`src/rtl/ct_mmu_sysmap_ctrl_pkg.sv`:
```
`default_nettype none
// ============================================================================
// Module      : ct_mmu_sysmap_ctrl_pkg
// Description : Shared constants, requester IDs and FSM encoding for the
//               MMU sysmap lookup controller.
// Revision    : 1.0 - initial release
// ============================================================================
package ct_mmu_sysmap_ctrl_pkg;

    // Physical address width; sysmap works on 4 KiB page numbers.
    localparam int PA_WIDTH   = 40;
    localparam int ADDR_WIDTH = PA_WIDTH - 12;
    localparam int FLG_WIDTH  = 5;
    localparam int NUM_REQ    = 3;

    // Requester IDs, also the bit positions in req_vld / req_rdy.
    localparam logic [1:0] c_id_itlb = 2'd0;
    localparam logic [1:0] c_id_dtlb = 2'd1;
    localparam logic [1:0] c_id_ptw  = 2'd2;

    // Controller FSM encoding.
    typedef enum logic [1:0] {
        ST_IDLE  = 2'd0,
        ST_DRAIN = 2'd1,
        ST_ACK   = 2'd2,
        ST_HOLD  = 2'd3
    } sysmap_state_e;

    // Next requester in round-robin order (wraps PTW back to ITLB).
    function automatic logic [1:0] rr_next(input logic [1:0] id);
        return (id == c_id_ptw) ? c_id_itlb : (id + 2'd1);
    endfunction

endpackage
`default_nettype wire

```
`src/rtl/ct_mmu_sysmap_rr_arb.sv`:
```
`default_nettype none
// ============================================================================
// Module      : ct_mmu_sysmap_rr_arb
// Description : 3-way round-robin arbiter. Grant is combinational from the
//               masked request vector; the priority pointer moves to the
//               requester after the winner only when a grant is taken.
// Revision    : 1.0 - initial release
// ============================================================================
module ct_mmu_sysmap_rr_arb (
    input  logic       clk,
    input  logic       rst,
    input  logic [2:0] i_req,
    input  logic       i_adv,
    output logic [2:0] o_gnt
);
    import ct_mmu_sysmap_ctrl_pkg::*;

    logic [1:0] r_ptr;
    logic [1:0] w_c0;
    logic [1:0] w_c1;
    logic [1:0] w_c2;
    logic [1:0] w_gnt_id;

    assign w_c0 = r_ptr;
    assign w_c1 = rr_next(r_ptr);
    assign w_c2 = rr_next(w_c1);

    // Pick the first requesting candidate in pointer order.
    always_comb begin
        o_gnt    = 3'b000;
        w_gnt_id = w_c0;
        if (i_req[w_c0]) begin
            o_gnt[w_c0] = 1'b1;
            w_gnt_id    = w_c0;
        end else if (i_req[w_c1]) begin
            o_gnt[w_c1] = 1'b1;
            w_gnt_id    = w_c1;
        end else if (i_req[w_c2]) begin
            o_gnt[w_c2] = 1'b1;
            w_gnt_id    = w_c2;
        end
    end

    // Priority restarts just after the last winner; frozen on idle cycles.
    always_ff @(posedge clk) begin
        if (rst) begin
            r_ptr <= c_id_itlb;
        end else if (i_adv && (|o_gnt)) begin
            r_ptr <= rr_next(w_gnt_id);
        end
    end

endmodule
`default_nettype wire

```
`src/rtl/ct_mmu_sysmap_ctrl.sv`:
```
`default_nettype none
// ============================================================================
// Module      : ct_mmu_sysmap_ctrl
// Description : Arbitrates ITLB/DTLB/PTW sysmap lookups onto a single
//               registered PA, returns the combinational sysmap result as a
//               valid/ready response, and drains the pipeline on request so
//               the sysmap region registers can be updated safely.
// Revision    : 1.0 - initial release
// ============================================================================
module ct_mmu_sysmap_ctrl #(
    parameter int ADDR_WIDTH = ct_mmu_sysmap_ctrl_pkg::ADDR_WIDTH,
    parameter int FLG_WIDTH  = ct_mmu_sysmap_ctrl_pkg::FLG_WIDTH
) (
    input  logic                  cpuclk,
    input  logic                  cpurst,
    input  logic [2:0]            req_vld,
    input  logic [ADDR_WIDTH-1:0] req0_pa,
    input  logic [ADDR_WIDTH-1:0] req1_pa,
    input  logic [ADDR_WIDTH-1:0] req2_pa,
    output logic [2:0]            req_rdy,
    output logic [ADDR_WIDTH-1:0] ctrl_sysmap_pa_y,
    input  logic [FLG_WIDTH-1:0]  sysmap_ctrl_flg_y,
    input  logic [7:0]            sysmap_ctrl_hit_y,
    output logic                  rsp_vld,
    output logic [1:0]            rsp_id,
    output logic [FLG_WIDTH-1:0]  rsp_flg,
    output logic [7:0]            rsp_hit,
    input  logic                  rsp_rdy,
    input  logic                  upd_req,
    output logic                  upd_ack
);
    import ct_mmu_sysmap_ctrl_pkg::*;

    sysmap_state_e         r_state;
    sysmap_state_e         w_state_nxt;
    logic                  w_upd_ack;

    logic                  r_rsp_vld;
    logic [1:0]            r_rsp_id;
    logic [ADDR_WIDTH-1:0] r_pa;

    logic                  w_hs;
    logic                  w_slot_free;
    logic                  w_gnt_en;
    logic [2:0]            w_arb_req;
    logic [2:0]            w_gnt;
    logic                  w_gnt_any;
    logic [1:0]            w_gnt_id;
    logic [ADDR_WIDTH-1:0] w_gnt_pa;

    // Response slot can be refilled in the same cycle it is consumed.
    assign w_hs        = r_rsp_vld & rsp_rdy;
    assign w_slot_free = ~r_rsp_vld | rsp_rdy;
    assign w_gnt_en    = (r_state == ST_IDLE) & ~upd_req & w_slot_free & ~cpurst;
    assign w_arb_req   = req_vld & {3{w_gnt_en}};
    assign w_gnt_any   = |w_gnt;

    ct_mmu_sysmap_rr_arb u_arb (
        .clk   (cpuclk),
        .rst   (cpurst),
        .i_req (w_arb_req),
        .i_adv (w_gnt_any),
        .o_gnt (w_gnt)
    );

    // Encode the one-hot winner and select its page number.
    always_comb begin
        w_gnt_id = c_id_itlb;
        w_gnt_pa = req0_pa;
        if (w_gnt[c_id_dtlb]) begin
            w_gnt_id = c_id_dtlb;
            w_gnt_pa = req1_pa;
        end else if (w_gnt[c_id_ptw]) begin
            w_gnt_id = c_id_ptw;
            w_gnt_pa = req2_pa;
        end
    end

    // FSM state register.
    always_ff @(posedge cpuclk) begin
        if (cpurst) begin
            r_state <= ST_IDLE;
        end else begin
            r_state <= w_state_nxt;
        end
    end

    // FSM next state and update-ack decode.
    always_comb begin
        w_state_nxt = r_state;
        w_upd_ack   = 1'b0;
        case (r_state)
            ST_IDLE: begin
                if (upd_req) begin
                    w_state_nxt = ST_DRAIN;
                end
            end
            ST_DRAIN: begin
                if (!r_rsp_vld || w_hs) begin
                    w_state_nxt = ST_ACK;
                end
            end
            ST_ACK: begin
                w_upd_ack   = ~cpurst;
                w_state_nxt = ST_HOLD;
            end
            ST_HOLD: begin
                if (!upd_req) begin
                    w_state_nxt = ST_IDLE;
                end
            end
            default: begin
                w_state_nxt = ST_IDLE;
            end
        endcase
    end

    // Response slot: load on grant, clear on handshake, hold otherwise.
    always_ff @(posedge cpuclk) begin
        if (cpurst) begin
            r_rsp_vld <= 1'b0;
            r_rsp_id  <= 2'd0;
            r_pa      <= '0;
        end else if (w_gnt_any) begin
            r_rsp_vld <= 1'b1;
            r_rsp_id  <= w_gnt_id;
            r_pa      <= w_gnt_pa;
        end else if (w_hs) begin
            r_rsp_vld <= 1'b0;
        end
    end

    assign req_rdy          = w_gnt;
    assign upd_ack          = w_upd_ack;
    assign rsp_vld          = r_rsp_vld & ~cpurst;
    assign rsp_id           = r_rsp_id;
    assign ctrl_sysmap_pa_y = r_pa;
    assign rsp_flg          = sysmap_ctrl_flg_y;
    assign rsp_hit          = sysmap_ctrl_hit_y;

endmodule
`default_nettype wire
```
`config.mk`:
```
export PLATFORM = sky130hd
export DESIGN_NAME = ct_mmu_sysmap_ctrl
export DESIGN_NICKNAME = d
export VERILOG_FILES = /design/src/rtl/ct_mmu_sysmap_ctrl_pkg.sv /design/src/rtl/ct_mmu_sysmap_rr_arb.sv /design/src/rtl/ct_mmu_sysmap_ctrl.sv
export SDC_FILE = /design/constraint.sdc
export NUM_CORES = 1
export LEC_CHECK = 0
export ABC_AREA = 1
export BUFFER_PORTS_ARGS = -buffer_cell sky130_fd_sc_hd__buf_2
export CAP_MARGIN = 20
export CORE_UTILIZATION = 40
export CTS_CLUSTER_SIZE = 8
export DETAILED_ROUTE_END_ITERATION = 7
export HOLD_SLACK_MARGIN = 0.06
export PLACE_DENSITY_LB_ADDON = 0.25
export SETUP_SLACK_MARGIN = 0.1
export SYNTH_ARGS = -nofsm -noshare
export SYNTH_HDL_FRONTEND = slang
export SYNTH_SLANG_ARGS = --single-unit
export TNS_END_PERCENT = 20
```
`constraint.sdc`:
```
create_clock -name cpuclk -period 4.35 [get_ports cpuclk]
set_input_delay 0.2175 -clock cpuclk [delete_from_list [all_inputs] [get_ports cpuclk]]
set_output_delay 0.2175 -clock cpuclk [all_outputs]
set_load 0.03 [all_outputs]
```
---- Word-level counts from Yosys, hierarchy flattened ----
Index checks and enable logic that the tools add are counted.
cells by class
  $add $sub $neg .......................... 3
  bitwise logic cells ..................... 10
  reduce and logical (&&, ||, !) cells .... 9
  equality and inequality tests ........... 9
  order comparisons ....................... 6
  muxes and demuxes ....................... 32
operators with widths
  operator                                                               count
  28-bit two-way mux                                                     2
  2-bit two-way mux                                                      11
  2-bit == test, second input constant                                   5
  2-bit by 3-bit < comparator with 1-bit output, second input constant   3
  1-bit two-way mux                                                      9
  3-bit two-way mux                                                      3
  2-bit one-hot mux with 4 select lines                                  1
  2-bit by 1-bit adder with 2-bit output, second input constant          3
  1-bit binary-select mux with 2-bit select                              3
  1-bit demux with 2-bit select                                          3
  2-bit by 1-bit >= comparator with 1-bit output, second input constant  3
  2-bit inequality test, second input constant                           3
  1-bit bitwise AND                                                      5
  3-bit bitwise AND                                                      1
  1-bit logical AND                                                      3
  1-bit inverter                                                         3
  3-bit AND reduction                                                    1
  3-bit OR reduction                                                     1
  2-bit by 1-bit == test with 1-bit output, second input constant        1
  2-bit logical NOT                                                      1
  2-bit nonzero test                                                     1
  1-bit logical NOT                                                      1
  1-bit logical OR                                                       1
  1-bit bitwise OR                                                       1
storage, ports and cells
  input port bits ......................... 104
  logic and storage cells ................. 74
  output and inout bits ................... 48
  flip-flop bits (word level) ............. 35

---- Logic depth before layout (Yosys ltp) ----
Gate-level depths: netlist of run 1.
  depth in word-level cells ............... 13
  gate-level depth with buffers ........... 17

---- Modules after synthesis ----
Synthesis of run 1 repeated with hierarchy kept, for this count alone.
unflattened totals
  cells, all modules ...................... 438
  area, all modules ....................... 2616.3 um2
modules (own cells, without submodules)
  module                cells each  times used  area each (um2)
  ct_mmu_sysmap_ctrl    368         1           2173.3
  ct_mmu_sysmap_rr_arb  70          1           442.9

---- Worst setup path before layout of run 1 ----
Ideal clock, no wire load.
  path type ............................... register to register
  start ................................... register r_state[0]
  end ..................................... register r_pa[12] (netlist: ctrl_sysmap_pa_y[12])
  stages on the path, launching flop included .. 14
  data required time ...................... 4.238 ns
  setup time .............................. 0.112 ns
  period minus slack after synthesis ...... 1.932 ns
  arrival time ............................ 1.820 ns
  path buffers ............................ 1
  slack ................................... 2.418 ns
  cells stage by stage .................... dfxtp_1 inv_1 ha_1 nand2_2 nor2_8 nand4_2 nand2_1 nor2_1 nand2_2 nand2_2 buf_2 o21ai_1 nor2_1 nor2_1
between the ends
  cells in the longest elaborated chain, start to end .. 12
  elaborated cells on any way between the ends .. 17
ends and longest elaborated chain
  element                                    RTL line                    text
  start: declaration                         ct_mmu_sysmap_ctrl.sv:34    sysmap_state_e r_state;
  start signal: assignment                   ct_mmu_sysmap_ctrl.sv:84    r_state <= w_state_nxt;
  2-bit logical NOT *                        ct_mmu_sysmap_ctrl.sv:54    assign w_gnt_en = (r_state == ST_IDLE) & ~upd_req & w_slot_free & ~cpurst;
  1-bit bitwise AND * (3 in series)          ct_mmu_sysmap_ctrl.sv:54
  3-bit bitwise AND *                        ct_mmu_sysmap_ctrl.sv:55    assign w_arb_req = req_vld & {3{w_gnt_en}};
  1-bit binary-select mux with 2-bit select  ct_mmu_sysmap_rr_arb.sv:38  end else if (i_req[w_c2]) begin
  1-bit two-way mux (not written as such)    ct_mmu_sysmap_rr_arb.sv:38
  3-bit two-way mux                          ct_mmu_sysmap_rr_arb.sv:38
  3-bit two-way mux                          ct_mmu_sysmap_rr_arb.sv:35  end else if (i_req[w_c1]) begin
  3-bit two-way mux *                        ct_mmu_sysmap_rr_arb.sv:32  if (i_req[w_c0]) begin
  named net req_rdy[2]                       ct_mmu_sysmap_ctrl.sv:20    output logic [2:0] req_rdy,
  28-bit two-way mux                         ct_mmu_sysmap_ctrl.sv:73    end else if (w_gnt[c_id_ptw]) begin
  28-bit two-way mux                         ct_mmu_sysmap_ctrl.sv:70    if (w_gnt[c_id_dtlb]) begin
  end signal: assignment                     ct_mmu_sysmap_ctrl.sv:127   r_pa <= w_gnt_pa;
  end: declaration                           ct_mmu_sysmap_ctrl.sv:40    logic [ADDR_WIDTH-1:0] r_pa;
Mark *: on every way through the listed nets, which the timed path passes. The rest lies on a longest branch. The select of a mux whose other input is x is not followed.
A chain may end at the register's enable or synchronous reset.

---- Worst setup path in the final report of run 1 ----
  start ................................... register r_state[0]
  end ..................................... register r_pa[24] (netlist: ctrl_sysmap_pa_y[24])
between the ends
  cells in the longest elaborated chain, start to end .. 12
  elaborated cells on any way between the ends .. 17
ends and longest elaborated chain
  element                                    RTL line
  2-bit logical NOT *                        ct_mmu_sysmap_ctrl.sv:54
  1-bit bitwise AND * (3 in series)          ct_mmu_sysmap_ctrl.sv:54
  3-bit bitwise AND *                        ct_mmu_sysmap_ctrl.sv:55
  1-bit binary-select mux with 2-bit select  ct_mmu_sysmap_rr_arb.sv:38
  1-bit two-way mux (not written as such)    ct_mmu_sysmap_rr_arb.sv:38
  3-bit two-way mux                          ct_mmu_sysmap_rr_arb.sv:38
  3-bit two-way mux                          ct_mmu_sysmap_rr_arb.sv:35
  3-bit two-way mux *                        ct_mmu_sysmap_rr_arb.sv:32
  28-bit two-way mux                         ct_mmu_sysmap_ctrl.sv:73
  28-bit two-way mux                         ct_mmu_sysmap_ctrl.sv:70
Every way passes the cells marked *; elsewhere a longest branch is shown, timed or not. The select of a mux whose other input is x is not followed.

==> results of run 1 <==
==> worst min-delay path: stages <==
cell     delay, ns
buf_2         0.07
nand2_1       0.04
o21ai_0       0.06
nor2_1        0.04
nor2_1        0.06
==> metal layers <==
| metal | share of wire, % | track usage, % | vias to the layer above |
|---|---|---|---|
| met5 | 0 | 0 | - |
| met4 | 1.3 | 7.576 | 0 |
| met3 | 6.2 | 4.235 | 10 |
| met2 | 49 | 37.31 | 113 |
| met1 | 43 | 25.72 | 1337 |
| li1 | - | - | 1638 |
==> logic make-up (layout without fill, tap and decap cells) <==
| family | Yosys count | in the layout |
|---|---|---|
| adder cells (fa/ha/maj) | 5 | 5 |
| buffers and inverters | 115 | 205 |
| AND/OR/NAND/NOR | 263 | 263 |
| AO/OA/AOI/OAI | 66 | 66 |
| flip-flops | 35 | 35 |
==> sequential cells by signal, summed over array words and instances (netlist names) <==
| signal | cells |
|---|---|
| rsp_id | 2 |
| r_rsp_vld | 1 |
| ctrl_sysmap_pa_y | 28 |
| u_arb.r_ptr | 2 |
| r_state | 2 |
==> layout by cell type (no fill, tap or decap), drive strengths merged <==
master,netlist,layout
buf,34,127
nand2,127,127
nor2,95,95
inv,70,70
a21oi,35,35
dfxtp,35,35
nand3,35,35
o21ai,29,29
clkbuf,11,6
ha,5,5
nand4,4,4
nor3,2,2
o21bai,1,1
a211oi,1,1
bufinv,0,1
clkinv,0,1
==> final timing paths <==
kind | end | startpoint | cells past startpoint | slack, ns
min | ctrl_sysmap_pa_y[27] | req1_pa[27] | 5 | 0.24
min reg2reg | rsp_id[0] | rsp_id[0] | 2 | 0.47
max | ctrl_sysmap_pa_y[24] | r_state[0] | 13 | 1.05
max reg2reg | ctrl_sysmap_pa_y[24] | r_state[0] | 13 | 1.05
==> area by class of cell <==
cell class,count,share of cell area [%]
Inverter,70,7.821
Multi-Input combinational cell,334,45.77
Timing Repair Buffer,127,19.07
Sequential cell,35,20.86
Clock inverter,2,1.043
Clock buffer,6,2.458
Tap cell,80,2.980
==> stage by stage <==
step                total power [mW]  hold WS, ns  instance area, um2  setup WS [ns]  std cells
floorplan                      1.146       0.4381                2795          2.418        484
global placement               1.288       0.4352                3242          1.126        646
detailed placement             1.309       0.4352                3242          1.005        646
CTS                            1.622       0.2296                3359         0.9712        654
finish                         1.604       0.2364                3359          1.051        654
global route                   1.750       0.2487                3359         0.5747        654
==> power groups by stage <==
stage	combinational, mW	clock (mW)	sequential, mW
floorplan	0.520	0	0.625
global placement	0.812	0	0.476
detailed placement	0.831	0	0.478
CTS	0.833	0.318	0.471
global route	0.938	0.332	0.480
finish	0.825	0.310	0.470
==> impl_metrics.env, run 1 <==
export IMPL_wl_um=7417
export IMPL_synthTopCellsByArea="dfxtp_1 (25%), nand2_1 (16%), nor2_1 (12%)"
export IMPL_layout_nets=682
export IMPL_ys_seq_area_share_pct=25.07
export IMPL_intPower_mw=0.8713
export IMPL_slew_headroom_pct=51.18
export IMPL_hpwlAfterDp_um=5236
export IMPL_hp_class="input pin to flip-flop"
export IMPL_multi_input_area_um2=1538
export IMPL_synthArstFlopShare_pct=0
export IMPL_worstPathMaxFanout=32
export IMPL_port_buffers=125
export IMPL_postCtsHoldBufs=0
export IMPL_start_util_pct=41.37
export IMPL_synth_xor_area_share_pct=0
export IMPL_worstMarginPinSlew_ns=0.7306
export IMPL_fp_row_count=30
export IMPL_clk_pin_slew_ns=0.07
export IMPL_pwr_share_clk_pct=19.3
export IMPL_cap_viol_max_count=0
export IMPL_via_count=3098
export IMPL_pwr_share_seq_pct=29.3
export IMPL_avgSynthCellArea_um2=5.775
export IMPL_ir_drop_uv=223.5
export IMPL_critPathLaunchType="flip-flop"
export IMPL_p_leak_nw=1.998
export IMPL_wl_per_cell_um=11.34
export IMPL_tritoncts="done"
export IMPL_skew_ns=0.002732
export IMPL_path_cells="inv_1 -> ha_1 -> nand2_2 -> nor2_8 -> nand4_2 -> nand2_1 -> nor2_1 -> nand2_2 -> nand2_2 -> nor2_4 -> nand2_1 -> nand2_1 -> nor2_1"
export IMPL_drive_above_1_share_pct=26.83
export IMPL_diodes=0
export IMPL_fmax_mhz=303.1
export IMPL_crit_type="flip-flop to flip-flop"
export IMPL_synth_edff_count=0
export IMPL_synth_adder_area_share_pct=2.238
export IMPL_rsz0062_at_grt="false"
export IMPL_drc=0
export IMPL_synth_seq_cells=35
export IMPL_finalSetupViolCount=0
export IMPL_synth_warnings=0
export IMPL_overflow=0
export IMPL_viasPerCell=4.737
export IMPL_finish_utilization_pct=49.72
export IMPL_synth_top_cell_by_area="dfxtp_1"
export IMPL_synth_commonest_cells="nand2_1 (122), nor2_1 (91), inv_1 (66)"
export IMPL_clkLatencyLatePin_ns=0.29
export IMPL_place_gp_congestion=0.8012
export IMPL_syn_inst=484
export IMPL_min_period_over_period_pct=75.84
export IMPL_seq_area_um2=700.7
export IMPL_cts_made_buffers=5
export IMPL_area_growth_syn_to_layout_pct=20.19
export IMPL_yosysMostFrequentCell="nand2_1"
export IMPL_cts_resized=0
export IMPL_grt_max_degree=57
export IMPL_ys_flop_type="dfxtp_1"
export IMPL_ios=152
export IMPL_htreeDepth=2
export IMPL_die_w_um=85.60
export IMPL_crit_family="simple AND/OR/NAND/NOR gates"
export IMPL_syn_cell_area_um2=2795
export IMPL_synth_top_family_by_area="simple AND/OR/NAND/NOR gates"
export IMPL_drtPass1Iterations=4
export IMPL_outcome="complete, no violations"
export IMPL_period_needed_ns=3.299
export IMPL_antenna_found_initial=0
export IMPL_synth_distinct_cells=26
export IMPL_dieArea_um2=7327
export IMPL_postRouteAntennaNets=0
export IMPL_worstPathArrival_ns=3.49
export IMPL_syn_nets=593
export IMPL_cts_setup_buffers=0
export IMPL_cts_root_buffer="clkbuf_8"
export IMPL_clockBufferDepth=2
export IMPL_grt_use_total_pct=21.23
export IMPL_synth_simple_gate_area_share_pct=40.38
export IMPL_crit_buf_inv=1
export IMPL_grt_pass1_vias=2826
export IMPL_fillers=733
export IMPL_numClockSinks=35
export IMPL_setup_tns_ns=0
export IMPL_slew_violations=0
export IMPL_synth_mux_area_fraction_pct=0
export IMPL_synth_compound_area_share_pct=12.40
export IMPL_core_region_area_um2=6756
export IMPL_required_ns=4.54
export IMPL_power_frac_comb_pct=51.4
export IMPL_hold_violations=0
export IMPL_end_kind="flip-flop"
export IMPL_switching_power_mw=0.7332
export IMPL_yosysTopAreaCellShare_pct=25.07
export IMPL_p_per_area_nw_per_um2=477.6
export IMPL_grt_pass1_wl_um=12410
export IMPL_cp_slowest_stage_delay_ns=0.73
export IMPL_drt_iter0_markers=125
export IMPL_chipHeight_um=85.60
export IMPL_crit_slowest_cell="nor2_4"
export IMPL_switching_share_pct=45.70
Note: power is estimated with default switching activity, not from simulation.
==> inputs of run 2 (changes only) <==
==> constraint.sdc (replaced) <==
create_clock -name cpuclk -period 3.2 [get_ports cpuclk]
set_input_delay 0.16 -clock cpuclk [delete_from_list [all_inputs] [get_ports cpuclk]]
set_output_delay 0.16 -clock cpuclk [all_outputs]
set_load 0.03 [all_outputs]
==> run 2 against run 1 <==
Net effect: design area fell by 0.19%; die area did not move; global-route usage fell by 1.1 points; first-iteration DRC count fell by 18%; register-to-register slack got worse by 0.41 ns.
==> impl_metrics.env, run 2 (synthesis results as in run 1) <==
export IMPL_r2r_slack_ns=0.64
export IMPL_crit_path_start="r_state[0]"
export IMPL_p_per_area_nw_per_um2=618.1
export IMPL_drc=0
export IMPL_chipHeight_um=85.60
export IMPL_grt_max_degree=58
export IMPL_antenna_found_initial=0
export IMPL_period_needed_ns=2.557
export IMPL_area_growth_syn_to_layout_pct=19.96
export IMPL_viasPerCell=4.634
export IMPL_design_area_um2=3353
export IMPL_clkLatencyLatePin_ns=0.29
export IMPL_clk_pin_slew_ns=0.07
export IMPL_cap_viol_max_count=0
export IMPL_layout_commonest_cell="buf_2"
export IMPL_grt_pass1_wl_um=11870
export IMPL_overflow=0
export IMPL_place_gp_congestion=0.8220
export IMPL_slew_violations=0
export IMPL_worstMarginPinSlew_ns=0.7217
export IMPL_port_buffers=125
export IMPL_outcome="complete, no violations"
export IMPL_wl_um=7185
export IMPL_cts_setup_buffers=0
export IMPL_skew_ns=0.002534
export IMPL_diodes=0
export IMPL_clockBufferDepth=2
export IMPL_fp_row_count=30
export IMPL_critPathLaunchType="flip-flop"
export IMPL_core_region_area_um2=6756
export IMPL_grt_use_total_pct=20.15
export IMPL_postCtsHoldBufs=0
export IMPL_cts_made_buffers=5
export IMPL_finalSetupViolCount=0
export IMPL_worstPathMaxFanout=57
export IMPL_postRouteAntennaNets=0
export IMPL_dpl_instance_area_um2=3272
export IMPL_drt_iter0_markers=102
export IMPL_tritoncts="done"
export IMPL_dieArea_um2=7327
export IMPL_cts_resized=0
export IMPL_cts_root_buffer="clkbuf_8"
export IMPL_fin_hold_ws_ns=0.1871
export IMPL_numClockSinks=35
export IMPL_ff2ff_path_depth=11
export IMPL_drtPass1Iterations=4
export IMPL_layout_common_cells="buf_2 (125), nand2_1 (122), nor2_1 (91)"
export IMPL_fmax_mhz=391.0
export IMPL_finish_utilization_pct=49.63
export IMPL_largest_reg_flops=28
export IMPL_wl_per_cell_um=10.92
export IMPL_endpoint="ctrl_sysmap_pa_y[19]"
export IMPL_drive_above_1_share_pct=26.99
export IMPL_layout_nets=686
export IMPL_die_w_um=85.60
export IMPL_worstPathArrival_ns=2.75
export IMPL_ios=152
export IMPL_setup_tns_ns=0
export IMPL_hp_class="input pin to flip-flop"
export IMPL_reg2reg_from="r_state[0]"
export IMPL_slew_headroom_pct=51.77
export IMPL_via_count=3049
export IMPL_htreeDepth=2
export IMPL_end_kind="flip-flop"
export IMPL_r2r_end="ctrl_sysmap_pa_y[19]"
export IMPL_p_leak_nw=2.000
export IMPL_crit_type="flip-flop to flip-flop"
export IMPL_grt_pass1_vias=2684
export IMPL_hpwlAfterDp_um=5067
export IMPL_ir_drop_uv=220.9
export IMPL_rsz0062_at_grt="false"
export IMPL_hold_violations=0
export IMPL_min_period_over_period_pct=79.92
export IMPL_start_util_pct=41.37
export IMPL_required_ns=3.39
-- run 2: area by class of cell --
class,instances,area (um2)
inverters,70,262.8
repair buffers,131,670.6
well taps,80,100.1
clock inverters,1,5.005
clock buffers,7,76.32
flip-flops and latches,35,700.7
multi-input cells,334,1538
fillers,772,3403
-- run 2: per-stage QoR --
step	std cells	power, mW	worst slack, ns
global placement	650	1.767	0.7281
floorplan	484	1.557	1.268
CTS	658	2.100	0.6200
detailed placement	650	1.784	0.6431
global route	658	2.286	0.3378
finish	658	2.073	0.6427
-- run 2: how the worst min path moves through the flow --
stage	from	to	slack (ns)	cells past startpoint
after floorplan	req1_pa[20]	ctrl_sysmap_pa_y[20]	0.38	4
after global placement	sysmap_ctrl_flg_y[0]	rsp_flg[0]	0.32	0
after detailed placement	sysmap_ctrl_flg_y[0]	rsp_flg[0]	0.32	0
after CTS	req1_pa[23]	ctrl_sysmap_pa_y[23]	0.18	5
after global routing	req1_pa[15]	ctrl_sysmap_pa_y[15]	0.20	5
final	req1_pa[23]	ctrl_sysmap_pa_y[23]	0.19	5
-- run 2: routing by layer --
layer  vias up  global-route usage (%)  wire length (um)
li1       1644                       -                 -
met3         8                   4.139               420
met2       104                   34.47              3232
met4         0                   6.061                77
met1      1293                   25.55              3454
met5         -                       0                 0
-- run 2: critical path, stage by stage, from the launching register on --
cell     delay (ns)
dfxtp_1        0.37
inv_1          0.10
ha_1           0.23
nand2_2        0.13
nor2_8         0.06
nand4_2        0.08
buf_4          0.48
nand2_2        0.15
nor2_4         0.60
nand2_1        0.11
nand2_1        0.09
nor2_1         0.04
-- run 2: power by group --
part	switching, mW	internal [mW]	leakage [nW]
clock network	0.155	0.153	0.0422
logic	0.751	0.376	1.67
registers	0.0739	0.564	0.287
==> inputs of run 3 (changes only) <==
--- a/config.mk
+++ b/config.mk
@@ -5,10 +5,10 @@
 export SDC_FILE = /design/constraint.sdc
 export NUM_CORES = 1
 export LEC_CHECK = 0
-export ABC_AREA = 1
+export ABC_AREA = 0
 export BUFFER_PORTS_ARGS = -buffer_cell sky130_fd_sc_hd__buf_2
 export CAP_MARGIN = 20
-export CORE_UTILIZATION = 40
+export CORE_UTILIZATION = 36
 export CTS_CLUSTER_SIZE = 8
 export DETAILED_ROUTE_END_ITERATION = 7
 export HOLD_SLACK_MARGIN = 0.06
==> constraint.sdc (replaced) <==
create_clock -name cpuclk -period 2.05 [get_ports cpuclk]
set_input_delay 0.1025 -clock cpuclk [delete_from_list [all_inputs] [get_ports cpuclk]]
set_output_delay 0.1025 -clock cpuclk [all_outputs]
set_load 0.03 [all_outputs]
==> run 3 against run 2 <==
Net effect: critical path depth is 4 lower; clock skew rose by 0.0031 ns; total power up 28%.
==> impl_metrics.env, run 3 <==
export IMPL_grt_pass1_wl_um=10270
export IMPL_syn_inst=244
export IMPL_ys_flop_type="dfxtp_1"
export IMPL_synth_edff_count=0
export IMPL_drive_above_1_share_pct=45.69
export IMPL_whs_path_depth=2
export IMPL_ff2ff_path_depth=4
export IMPL_tritoncts="done"
export IMPL_cap_viol_max_count=0
export IMPL_rsz0062_at_grt="true"
export IMPL_clkLatencyLatePin_ns=0.28
export IMPL_htreeDepth=2
export IMPL_viasPerCell=5.373
export IMPL_syn_cell_area_um2=2011
export IMPL_top_layer="met4"
export IMPL_synth_warnings=0
export IMPL_synth_commonest_cells="o21ai_0 (45), dfxtp_1 (35), a32oi_1 (28)"
export IMPL_dp_cells=407
export IMPL_fin_hold_ws_ns=0.08915
export IMPL_hp_class="input pin to flip-flop"
export IMPL_power_total_mw=2.644
export IMPL_drtPass1Iterations=5
export IMPL_numClockSinks=35
export IMPL_clk_pin_slew_ns=0.07
export IMPL_reg2reg_from="u_arb.r_ptr[0]"
export IMPL_drc=0
export IMPL_diodes=0
export IMPL_yosysMostFrequentCell="o21ai_0"
export IMPL_dieArea_um2=5888
export IMPL_synthTopCellsByArea="dfxtp_1 (35%), a32oi_1 (12%), o21ai_0 (11%)"
export IMPL_via_count=2246
export IMPL_wl_met2_um=3065
export IMPL_synth_seq_cells=35
export IMPL_end_kind="output pin"
export IMPL_place_gp_congestion=0.8324
export IMPL_r2r_slack_ns=0.27
export IMPL_clockBufferDepth=2
export IMPL_slew_violations=0
export IMPL_chipHeight_um=76.74
export IMPL_outcome="complete, no violations"
export IMPL_syn_nets=353
export IMPL_postRouteAntennaNets=0
export IMPL_fp_row_count=26
export IMPL_slew_headroom_pct=58.65
export IMPL_cts_made_buffers=5
export IMPL_r2r_end="ctrl_sysmap_pa_y[25]"
export IMPL_ys_seq_area_share_pct=34.85
export IMPL_hp_start="cpurst"
export IMPL_wl_um=6334
export IMPL_crit_path_start="r_state[0]"
export IMPL_layout_commonest_cell="buf_2"
export IMPL_crit_type="flip-flop to output pin"
export IMPL_min_period_over_period_pct=91.40
export IMPL_period_needed_ns=1.874
export IMPL_finalSetupViolCount=0
export IMPL_grt_max_degree=40
export IMPL_worstPathMaxFanout=11
export IMPL_grt_use_total_pct=21.56
export IMPL_final_cells=418
export IMPL_largest_reg_flops=28
export IMPL_start_util_pct=38.39
export IMPL_required_ns=1.95
export IMPL_endpoint="req_rdy[1]"
export IMPL_area_growth_syn_to_layout_pct=40.01
export IMPL_synthArstFlopShare_pct=0
export IMPL_core_region_area_um2=5238
export IMPL_critPathLaunchType="flip-flop"
export IMPL_skew_ns=0.005619
export IMPL_drt_iter0_markers=86
export IMPL_die_w_um=76.74
export IMPL_fmax_mhz=533.7
export IMPL_met3_length_um=358
export IMPL_layout_nets=456
export IMPL_hold_violations=0
export IMPL_ios=152
export IMPL_avgSynthCellArea_um2=8.240
export IMPL_wl_per_cell_um=15.15
export IMPL_layout_common_cells="buf_2 (122), o21ai_0 (45), dfxtp_1 (33)"
export IMPL_drt_met1_wl_um=2838
export IMPL_ir_drop_uv=379.3
export IMPL_hpwlAfterDp_um=4478
export IMPL_p_leak_nw=1.262
export IMPL_p_per_area_nw_per_um2=939.3
export IMPL_overflow=0
export IMPL_yosysTopAreaCellShare_pct=34.85
export IMPL_fillers=512
export IMPL_antenna_found_initial=0
export IMPL_synth_distinct_cells=32
export IMPL_port_buffers=125
export IMPL_worstMarginPinSlew_ns=0.6196
export IMPL_grt_pass1_vias=2124
export IMPL_setup_tns_ns=0
export IMPL_cts_root_buffer="clkbuf_8"
export IMPL_synth_top_cell_by_area="dfxtp_1"
export IMPL_worstPathArrival_ns=1.77
run 3: cell count changes after synthesis, sizes merged, moves of 10 or more:
cell   previous run  this run
a21oi            35         2
nand2           127         4
buf              34        24
inv              70         4
a31oi             0        21
nand3            35         1
nor2             95        16
a32oi             0        28
o21ai            29        51
run 3: final cells by class:
cell class,count,area [um2],share of cell area (%)
clock buffer,6,82.58,2.933
multi-input combinational,163,1115,39.60
clock inverter,2,35.03,1.244
tap,70,87.58,3.111
sequential,35,703.2,24.98
inverter,4,20.02,0.7111
timing repair buffer,138,772.0,27.42
run 3: per-stage QoR:
stage	setup slack [ns]	util, %	area (um2)
6_report	0.1763	53.75	2815
5_1_grt	0.09593	53.75	2815
4_1_cts	0.1218	52.20	2734
3_5_place_dp	0.2095	49.28	2581
3_3_place_gp	0.2985	49.28	2581
2_1_floorplan	0.2039	-	2013
run 3: critical path, stage by stage, from the launching register on:
cell and delay [ns]:
dfxtp_2 0.35, inv_4 0.08, ha_4 0.14, nand2b_4 0.06, or3_4 0.41, buf_12 0.16, nor2b_4 0.14, buf_6 0.14
run 3: worst min-delay path by stage:
stage	to	slack (ns)
2_1_floorplan	ctrl_sysmap_pa_y[19]	0.27
3_3_place_gp	rsp_hit[1]	0.21
3_5_place_dp	rsp_hit[1]	0.21
4_1_cts	u_arb.r_ptr[0]	0.07
5_1_grt	ctrl_sysmap_pa_y[12]	0.09
6_report	u_arb.r_ptr[0]	0.09
run 3: layer usage:
| layer | track usage, % | up-vias |
|---|---|---|
| li1 | - | 1129 |
| met1 | 27.72 | 1020 |
| met2 | 35.36 | 89 |
| met3 | 4.643 | 8 |
| met4 | 7.500 | 0 |
| met5 | 0 | - |
run 3: cell families after synthesis:
logic type	after synthesis	share of synthesized area, %
AND/OR/NAND/NOR	37	8.898
buffers and inverters	46	12.07
multiplexers	1	0.4978
AO/OA/AOI/OAI	120	40.57
flip-flops	35	34.85
adder cells (fa/ha/maj)	5	3.111
run 3: power breakdown:
| part | switching, mW | leakage (nW) | internal, mW |
|---|---|---|---|
| logic | 0.683 | 0.913 | 0.426 |
| clock network | 0.252 | 0.0612 | 0.394 |
| registers | 0.0877 | 0.287 | 0.803 |
| total | 1.02 | 1.26 | 1.62 |
run 3: what timing repair did:
action / CTS / global route
hold buffers: 0 / 0
setup endpoints to repair: 3 / 4
pin swaps: 0 / 1
buffers inserted: 0 / 2
gates cloned: 0 / 1
gates resized for setup: 12 / 10
